[src/rtl/mem_arbiter_if.sv]
// mem_arbiter_if: bundle of both requester handshakes (picorv32 native
// valid/ready) and the single-port synchronous-read memory port.
//   slave  modport : the arbiter (consumes requests, drives the memory port)
//   master modport : requesters + memory model (drive requests, mem_rdata)
// AW is the memory word-address width.
interface mem_arbiter_if #(
    parameter int AW = 12
);
    logic        r0_valid;
    logic [31:0] r0_addr;
    logic [31:0] r0_wdata;
    logic [3:0]  r0_wstrb;
    logic        r0_ready;
    logic [31:0] r0_rdata;

    logic        r1_valid;
    logic [31:0] r1_addr;
    logic [31:0] r1_wdata;
    logic [3:0]  r1_wstrb;
    logic        r1_ready;
    logic [31:0] r1_rdata;

    logic          mem_en;
    logic [3:0]    mem_we;
    logic [AW-1:0] mem_addr;
    logic [31:0]   mem_wdata;
    logic [31:0]   mem_rdata;

    logic [1:0]  grant;
    logic        oob_err;

    modport slave (
        input  r0_valid, r0_addr, r0_wdata, r0_wstrb,
        input  r1_valid, r1_addr, r1_wdata, r1_wstrb,
        input  mem_rdata,
        output r0_ready, r0_rdata, r1_ready, r1_rdata,
        output mem_en, mem_we, mem_addr, mem_wdata,
        output grant, oob_err
    );

    modport master (
        output r0_valid, r0_addr, r0_wdata, r0_wstrb,
        output r1_valid, r1_addr, r1_wdata, r1_wstrb,
        output mem_rdata,
        input  r0_ready, r0_rdata, r1_ready, r1_rdata,
        input  mem_en, mem_we, mem_addr, mem_wdata,
        input  grant, oob_err
    );
endinterface

[src/rtl/mem_arbiter.sv]
// mem_arbiter: two-requester round-robin arbiter onto one synchronous-read
// memory port. Each transaction takes IDLE -> ACCESS -> RESP (3 cycles);
// out-of-range accesses skip the memory and complete with an oob_err pulse.
//   clk    : system clock, rising edge
//   resetn : asynchronous active-low reset
//   bus    : requester handshakes, memory port, grant and oob_err
module mem_arbiter #(
    parameter int MEM_SIZE = 4096,
    parameter int AW       = 12
) (
    input  logic               clk,
    input  logic               resetn,
    mem_arbiter_if.slave       bus
);
    typedef enum logic [1:0] {IDLE, ACCESS, RESP} state_t;

    state_t        state, state_next;
    logic          owner;
    logic          last_grant;
    logic          oob;
    logic [3:0]    wstrb_q;
    logic [AW-1:0] addr_q;
    logic [31:0]   wdata_q;

    logic          req_any;
    logic          sel;
    logic [31:0]   sel_addr;
    logic [31:0]   sel_wdata;
    logic [3:0]    sel_wstrb;
    logic          sel_oob;
    logic [31:0]   resp_data;

    // Tie goes to whichever requester was not granted last.
    always_comb begin
        req_any = bus.r0_valid | bus.r1_valid;
        if (bus.r0_valid && bus.r1_valid) sel = ~last_grant;
        else                              sel = bus.r1_valid;
        sel_addr  = sel ? bus.r1_addr  : bus.r0_addr;
        sel_wdata = sel ? bus.r1_wdata : bus.r0_wdata;
        sel_wstrb = sel ? bus.r1_wstrb : bus.r0_wstrb;
        sel_oob   = (sel_addr >> 2) >= 32'(MEM_SIZE);
    end

    always_ff @(posedge clk or negedge resetn) begin
        if (!resetn) state <= IDLE;
        else         state <= state_next;
    end

    // Request fields are captured at grant so a requester that drops valid
    // early cannot corrupt the transaction already in flight. The memory
    // address/data registers only load for in-range accesses, so they hold
    // their last values otherwise.
    always_ff @(posedge clk or negedge resetn) begin
        if (!resetn) begin
            owner      <= 1'b0;
            last_grant <= 1'b1;
            oob        <= 1'b0;
            wstrb_q    <= '0;
            addr_q     <= '0;
            wdata_q    <= '0;
        end else if (state == IDLE && req_any) begin
            owner      <= sel;
            last_grant <= sel;
            oob        <= sel_oob;
            wstrb_q    <= sel_wstrb;
            if (!sel_oob) begin
                addr_q  <= sel_addr[AW+1:2];
                wdata_q <= sel_wdata;
            end
        end
    end

    always_comb begin
        state_next    = state;
        bus.mem_en    = 1'b0;
        bus.mem_we    = '0;
        bus.mem_addr  = addr_q;
        bus.mem_wdata = wdata_q;
        bus.grant     = '0;
        bus.oob_err   = 1'b0;
        bus.r0_ready  = 1'b0;
        bus.r1_ready  = 1'b0;
        bus.r0_rdata  = '0;
        bus.r1_rdata  = '0;
        resp_data     = (!oob && wstrb_q == 4'b0000) ? bus.mem_rdata : '0;

        case (state)
            IDLE: begin
                if (req_any) state_next = ACCESS;
            end
            ACCESS: begin
                bus.grant  = owner ? 2'b10 : 2'b01;
                bus.mem_en = ~oob;
                bus.mem_we = oob ? 4'b0000 : wstrb_q;
                state_next = RESP;
            end
            RESP: begin
                bus.grant   = owner ? 2'b10 : 2'b01;
                bus.oob_err = oob;
                if (owner) begin
                    bus.r1_ready = 1'b1;
                    bus.r1_rdata = resp_data;
                end else begin
                    bus.r0_ready = 1'b1;
                    bus.r0_rdata = resp_data;
                end
                state_next = IDLE;
            end
            default: state_next = IDLE;
        endcase
    end
endmodule

[src/flat_wrapper.sv]
// flat-port wrapper written by rule: the top's interface ports become plain ports
module mem_arbiter_flat 
#(
    parameter int MEM_SIZE = 4096,
    parameter int AW       = 12
)
  (clk, resetn, bus_r0_valid, bus_r0_addr, bus_r0_wdata, bus_r0_wstrb, bus_r1_valid, bus_r1_addr, bus_r1_wdata, bus_r1_wstrb, bus_mem_rdata, bus_r0_ready, bus_r0_rdata, bus_r1_ready, bus_r1_rdata, bus_mem_en, bus_mem_we, bus_mem_addr, bus_mem_wdata, bus_grant, bus_oob_err);
  mem_arbiter_if #(.AW(AW)) bus_i ();
  input  logic clk;
  input  logic resetn;
  input wire logic [$bits(bus_i.r0_valid)-1:0] bus_r0_valid;
  input wire logic [$bits(bus_i.r0_addr)-1:0] bus_r0_addr;
  input wire logic [$bits(bus_i.r0_wdata)-1:0] bus_r0_wdata;
  input wire logic [$bits(bus_i.r0_wstrb)-1:0] bus_r0_wstrb;
  input wire logic [$bits(bus_i.r1_valid)-1:0] bus_r1_valid;
  input wire logic [$bits(bus_i.r1_addr)-1:0] bus_r1_addr;
  input wire logic [$bits(bus_i.r1_wdata)-1:0] bus_r1_wdata;
  input wire logic [$bits(bus_i.r1_wstrb)-1:0] bus_r1_wstrb;
  input wire logic [$bits(bus_i.mem_rdata)-1:0] bus_mem_rdata;
  output wire logic [$bits(bus_i.r0_ready)-1:0] bus_r0_ready;
  output wire logic [$bits(bus_i.r0_rdata)-1:0] bus_r0_rdata;
  output wire logic [$bits(bus_i.r1_ready)-1:0] bus_r1_ready;
  output wire logic [$bits(bus_i.r1_rdata)-1:0] bus_r1_rdata;
  output wire logic [$bits(bus_i.mem_en)-1:0] bus_mem_en;
  output wire logic [$bits(bus_i.mem_we)-1:0] bus_mem_we;
  output wire logic [$bits(bus_i.mem_addr)-1:0] bus_mem_addr;
  output wire logic [$bits(bus_i.mem_wdata)-1:0] bus_mem_wdata;
  output wire logic [$bits(bus_i.grant)-1:0] bus_grant;
  output wire logic [$bits(bus_i.oob_err)-1:0] bus_oob_err;
  assign bus_i.r0_valid = bus_r0_valid;
  assign bus_i.r0_addr = bus_r0_addr;
  assign bus_i.r0_wdata = bus_r0_wdata;
  assign bus_i.r0_wstrb = bus_r0_wstrb;
  assign bus_i.r1_valid = bus_r1_valid;
  assign bus_i.r1_addr = bus_r1_addr;
  assign bus_i.r1_wdata = bus_r1_wdata;
  assign bus_i.r1_wstrb = bus_r1_wstrb;
  assign bus_i.mem_rdata = bus_mem_rdata;
  assign bus_r0_ready = bus_i.r0_ready;
  assign bus_r0_rdata = bus_i.r0_rdata;
  assign bus_r1_ready = bus_i.r1_ready;
  assign bus_r1_rdata = bus_i.r1_rdata;
  assign bus_mem_en = bus_i.mem_en;
  assign bus_mem_we = bus_i.mem_we;
  assign bus_mem_addr = bus_i.mem_addr;
  assign bus_mem_wdata = bus_i.mem_wdata;
  assign bus_grant = bus_i.grant;
  assign bus_oob_err = bus_i.oob_err;
  mem_arbiter #(.MEM_SIZE(MEM_SIZE), .AW(AW)) u_core (.clk(clk), .resetn(resetn), .bus(bus_i));
endmodule
[config.mk]
export PLATFORM = sky130hd
export DESIGN_NAME = mem_arbiter_flat
export DESIGN_NICKNAME = d
export VERILOG_FILES = /design/src/rtl/mem_arbiter_if.sv /design/src/rtl/mem_arbiter.sv /design/src/flat_wrapper.sv
export SDC_FILE = /design/constraint.sdc
export NUM_CORES = 1
export LEC_CHECK = 0
export BUFFER_PORTS_ARGS = -buffer_cell sky130_fd_sc_hd__buf_2
export CORE_AREA = 5 5 109 111
export CTS_CLUSTER_DIAMETER = 40
export DETAILED_ROUTE_END_ITERATION = 6
export DIE_AREA = 0 0 114 116
export GPL_TIMING_DRIVEN = 0
export PLACE_DENSITY_LB_ADDON = 0.12
export SYNTH_ARGS = -nofsm -noshare
export SYNTH_HDL_FRONTEND = slang
export SYNTH_SLANG_ARGS = --single-unit
export TNS_END_PERCENT = 100
[constraint.sdc]
create_clock -name clk -period 4.24 [get_ports clk]
set_clock_uncertainty 0.05 [all_clocks]
set_input_delay 0.848 -clock clk [delete_from_list [all_inputs] [get_ports clk]]
set_output_delay 0.848 -clock clk [all_outputs]
set_load 0.005 [all_outputs]
After elaboration in Yosys (flattened, before gate mapping)
Index checks and enable logic that the tools add are counted.
{ "op_classes": {"order_cmp": 1, "eq_ne": 3, "mux": 21, "n_bitwise": 4, "reduce_logical": 8} }
{ "ops": {"columns": ["cell", "n"], "rows": [
  ["32-bit two-way mux", 7],
  ["30-bit by 13-bit greater-or-equal comparator with 1-bit output (second input constant)", 1],
  ["4-bit two-way mux", 3],
  ["1-bit two-way mux", 7],
  ["2-bit two-way mux", 3],
  ["4-bit zero test", 1],
  ["2-bit one-hot mux with 2 select lines", 1],
  ["1-bit logical AND", 3],
  ["1-bit inverter", 3],
  ["2-bit by 1-bit equality test with 1-bit output (second input constant)", 1],
  ["2-bit equality test (second input constant)", 1],
  ["2-bit zero test", 1],
  ["2-bit by 1-bit != test with 1-bit output (second input constant)", 1],
  ["2-bit AND reduction", 1],
  ["2-bit OR reduction", 1],
  ["1-bit zero test", 1],
  ["1-bit bitwise OR", 1]
]} }
{ "totals": {"register_bits": 53, "in_bits": 172, "out_inout_bits": 118, "word_cells": 44} }

Logic depth before layout (Yosys ltp)
{ "logic_depth": {"depth_word": 6, "depth_mapped": 7, "ltp_nobuf": 5} }

Worst setup path after synthesis
No wires, ideal clock.
{ "synth_timing": {"kind": "flip-flop to output port", "start": "register u_core.wstrb_q[0]", "end": "output bus_r0_rdata[10]", "arrival_ns": 1.548, "required_ns": 3.342, "slack_ns": 1.794, "path_stages_with_launch": 5, "n_path_buf": 1, "cell_sequence": "dfrtp_1 -> or4_1 -> nor3b_2 -> clkbuf_1 -> and2_1"} }
{ "synth_via": {"elab_chain_len": 5} }
{ "synth_lines": {"columns": ["element", "line_no", "rtl"], "rows": [
  ["start: declaration", "mem_arbiter.sv:21", "logic [3:0] wstrb_q;"],
  ["start signal: assignment", "mem_arbiter.sv:65", "wstrb_q <= sel_wstrb;"],
  ["4-bit zero test", "mem_arbiter.sv:85", "resp_data = (!oob && wstrb_q == 4'b0000) ? bus.mem_rdata : '0;"],
  ["1-bit logical AND", "mem_arbiter.sv:85", null],
  ["32-bit two-way mux", "mem_arbiter.sv:85", null],
  ["32-bit two-way mux", "mem_arbiter.sv:100", "if (owner) begin"],
  ["32-bit two-way mux", "mem_arbiter.sv:87", "case (state)"],
  ["end: declaration", "flat_wrapper.sv:21", "output wire logic [$bits(bus_i.r0_rdata)-1:0] bus_r0_rdata;"]
]} }
No other way between the ends.

Worst setup path after layout
{ "layout_timing": {"start": "register u_core.wstrb_q[0]", "end": "output bus_r1_rdata[29]"} }
{ "layout_via": {"elab_chain_len": 5} }
{ "layout_lines": {"columns": ["element", "line_no", "rtl"], "rows": [
  ["4-bit zero test", "mem_arbiter.sv:85", null],
  ["1-bit logical AND", "mem_arbiter.sv:85", null],
  ["32-bit two-way mux", "mem_arbiter.sv:85", null],
  ["32-bit two-way mux", "mem_arbiter.sv:100", null],
  ["32-bit two-way mux", "mem_arbiter.sv:87", null],
  ["end: declaration", "flat_wrapper.sv:23", "output wire logic [$bits(bus_i.r1_rdata)-1:0] bus_r1_rdata;"]
]} }
No other way between the ends.

==> run summary <==
TritonCTS built the clock tree. At the worst endpoint, the required time is 3.34 ns. The share of total power consumed by net switching came out at 0.2883.

The pre-antenna-repair detailed-routing pass consisted of 4 iterations. TritonCTS created 5 clock buffers. The analysis attributes to net switching a power of 0.3726 mW. Top-area cell type share of the netlist area: 0.4096. The number of max-capacitance violations reported came out at 0. Once detail routing completed, the nets flagged for antenna violations numbered 0.

The fraction of the yosys area taken by sequential cells was 0.4179; the vertical extent of the die was 116 µm. Post-route clock period utilization: 0.7410. The logs give 3265 for the number of global-route vias before repair and 0 for the total DRC errors in the routed layout.

The count of buffers added on input and output ports is 285. In this run, synthesis produced a sequential element count of 53. CTS built an H-tree with a depth of 2. For the post-synthesis net count, the log shows 453.

The net count of the finished layout is 746. CTS saw 53 sinks. In the post-synthesis netlist, the biggest area contributors are dfrtp_1 41%, mux2_2 18%, and2_1 14%. The worst min-delay path class is register to register. The setup path with the least slack is of type register to primary output.

Across all setup checks in the final design, the least slack found is 1.098 ns. The run gives 0.1555 as the total routing usage reported by global routing. Of all nets on the critical path, the largest fanout is 10. The run gives 0.280 as the combinational group share of total power.

The run gives 2 as the number of buffers on the longest clock path. Timing would allow up to 318.3 MHz. The number of DRC markers in iteration 0 came out at 53. The number of hold violations in the final report came out at 0.

The fraction of layout cells with a size suffix above 1 is 0.6241. The relative contribution of sequential cells to total power came out at 0.445. Counting instances in the post-synthesis netlist gives the leading cell types as 71 x and2_1, 52 x dfrtp_1, 52 x mux2_2. In this run the worst setup path terminates at bus_r1_rdata[29].

Setup violations remaining at the end of the flow were counted as 0. The tools report the count of synthesis-stage warnings from yosys as 0. STA puts the critical path data arrival time at 2.24 ns. The post-CTS setup repair buffer count came out at 0. The number of enable-type register cells in the synthesized netlist came out at 0.

The worst setup timing slack at the placement stage came out at 1.315 ns. Count of boundary I/O pins: 290. The endpoint class of the critical path is a primary output.

The total standard cell area after synthesis is 0.003177 mm². Among all flip-flop cells after synthesis, the most frequent one is dfrtp_1. The tools report the internal power component as 0.9196 mW. The biggest area contributor in the post-synthesis netlist is dfrtp_1. For the pin with the worst max-slew slack, the measured transition is 0.7469 ns. The number of different library cells used by synthesis comes to 28.

Summed over all layers, the global routing overflow is 0. The logs give 9.458 mm for the final HPWL from detailed placement and 278 for the number of instances in the synthesized netlist. The leakage component of the power came out at 2.924 nW. The initial standard-cell utilization of the core was 0.2970; the number of resized instances in the post-cts repair step was 0.

Across the VDD grid, the largest voltage drop is 0.1686 mV. The clock share of power was 0.276. The area growth from synthesis to final layout came out at 54.98%. The setup check on the worst reg-to-reg path leaves a slack of 1.90 ns. The number of antenna violations at the first check in global routing is 0.

The critical path starts at u_core.wstrb_q[0]. Number of buffers inserted for hold repair after clock tree synthesis: 0. The via density per instance is 4.371, and the largest net degree at the start of global routing is 54.

Depth of the most critical reg-to-reg path: 7. The cell chosen for the clock root was clkbuf_8. Routability-driven placement finished with a final weighted congestion of 0.8926.

The detailed-route wire length per cell is 15.46 µm, and the insertion delay of the later-clocked pin in the worst-skew pair is 0.30 ns. STA classifies the critical path startpoint as a register. The first global-routing pass estimated 16.37 mm of wire. Clock-pin slew was measured on the worst setup and hold paths at 0.10 ns. The initialized floorplan defines 38 standard-cell rows.

The run gives 0 as the antenna cell count. Setup repair after global routing left no endpoint under its margin. The relative max-transition margin was 0.5021. The die is 114 µm wide. The most used standard cell by instance count after synthesis was and2_1. The number of slew-limit violations in the final report was 0.

In this run the critical register-to-register path is launched from u_core.state[0]. Dividing total power by cell area gives a power density of 262.4 mW/mm². The routed design has 11.01 mm of wire. The proportion of synthesized flip-flops having asynchronous set or reset is 1.000, and the total via count after detailed routing is 3112.

The floorplan step defined a die boundary enclosing 0.01322 mm². The routed design could run at a clock period as short as 3.142 ns. The flow ran to the end, and the final reports show no timing, DRC or antenna violations.

Setup total negative slack on the finished layout was measured at 0 ns. Capture instance of the worst register-to-register path: u_core.bus.mem_wdata[3]. The region available for standard cell placement spans 0.01070 mm². Synthesized area per cell: 11.43 µm².
==> power by group through the flow <==
stage / Sequential, mW / Clock, mW / Combinational, mW
after floorplan: 0.578 / 0 / 0.204
after global placement: 0.584 / 0 / 0.359
after detailed placement: 0.586 / 0 / 0.366
after CTS: 0.576 / 0.377 / 0.368
after global routing: 0.581 / 0.399 / 0.406
final: 0.575 / 0.356 / 0.361
==> state kept, by name, summed over array words and instances, names as in the netlist <==
register              cells
u_core.bus.mem_wdata     32
u_core.bus.mem_addr      12
u_core.wstrb_q            4
u_core.state              2
u_core.last_grant         1
u_core.oob                1
u_core.owner              1
==> cells by family after synthesis <==
logic type / synth area share
compound gates: 0.02718
fa+ha+maj: 0.01182
buf+inv: 0.02797
flops: 0.4179
mux: 0.3245
simple gates: 0.1906
==> metal layers <==
| metal | vias to the layer above | share of wire | global-route usage |
|---|---|---|---|
| li1 | 1550 | - | - |
| met1 | 1403 | 0.37 | 0.1717 |
| met2 | 149 | 0.52 | 0.2923 |
| met3 | 10 | 0.095 | 0.04648 |
| met4 | 0 | 0.016 | 0.03642 |
| met5 | - | 0 | 0 |
==> layout make-up <==
class,count,area (µm²)
Fill cell,1053,5774
Multi-Input combinational cell,206,1760
Timing Repair Buffer,286,1454
Sequential cell,53,1328
Tap cell,140,175.2
Buffer,16,77.57
Clock buffer,5,68.82
Clock inverter,3,48.80
Inverter,3,11.26
==> placed cells by master, fill, tap and decap left out, types with 2 or more instances in the layout <==
cell type  synthesis  layout
ha_1               3       3
clkbuf_8           0       5
and2_1            71      71
nand4_1            2       2
nor2_1             3       3
inv_1              3       3
buf_4              4       4
nor2b_1            3       3
clkbuf_1          10      10
dfrtp_1           52      52
buf_2              2     287
mux2_2            52      52
mux2_1            36      36
nor3b_2            2       2
o21ai_0            5       5
mux2i_1            4       4
nor4_1             8       8
nand2_1            6       6
a21oi_1            2       2
==> through the flow <==
step                      utilization  power, mW  std cells  hold slack (ns)  cell area [µm²]
final                          0.4602      1.292        712           0.4362             4923
after global routing           0.4602      1.386        712           0.4658             4923
after CTS                      0.4577      1.320        711           0.4448             4896
after detailed placement       0.4467     0.9519        703           0.4191             4778
after global placement         0.4467     0.9428        703           0.4147             4778
after floorplan                     -     0.7816        278           0.4055             3177
==> worst min path at each step <==
stage | slack (ns) | cells past startpoint | endpoint | from
2_1_floorplan | 0.41 | 2 | u_core.wstrb_q[0] | u_core.wstrb_q[0]
3_3_place_gp | 0.41 | 1 | u_core.bus.mem_wdata[19] | u_core.bus.mem_wdata[19]
3_5_place_dp | 0.42 | 1 | u_core.bus.mem_addr[6] | u_core.bus.mem_addr[6]
4_1_cts | 0.44 | 1 | u_core.bus.mem_addr[6] | u_core.bus.mem_addr[6]
5_1_grt | 0.47 | 1 | u_core.bus.mem_wdata[0] | u_core.bus.mem_wdata[0]
6_report | 0.44 | 1 | u_core.bus.mem_wdata[31] | u_core.bus.mem_wdata[31]
==> worst max-delay path, stage by stage (launching register included) <==
cell      delay (ns)
dfrtp_1         0.39
or4_1           0.58
nor3b_2         0.31
clkbuf_1        0.37
and2_1          0.18
buf_2           0.12
Power figures use the tool's default switching activity.
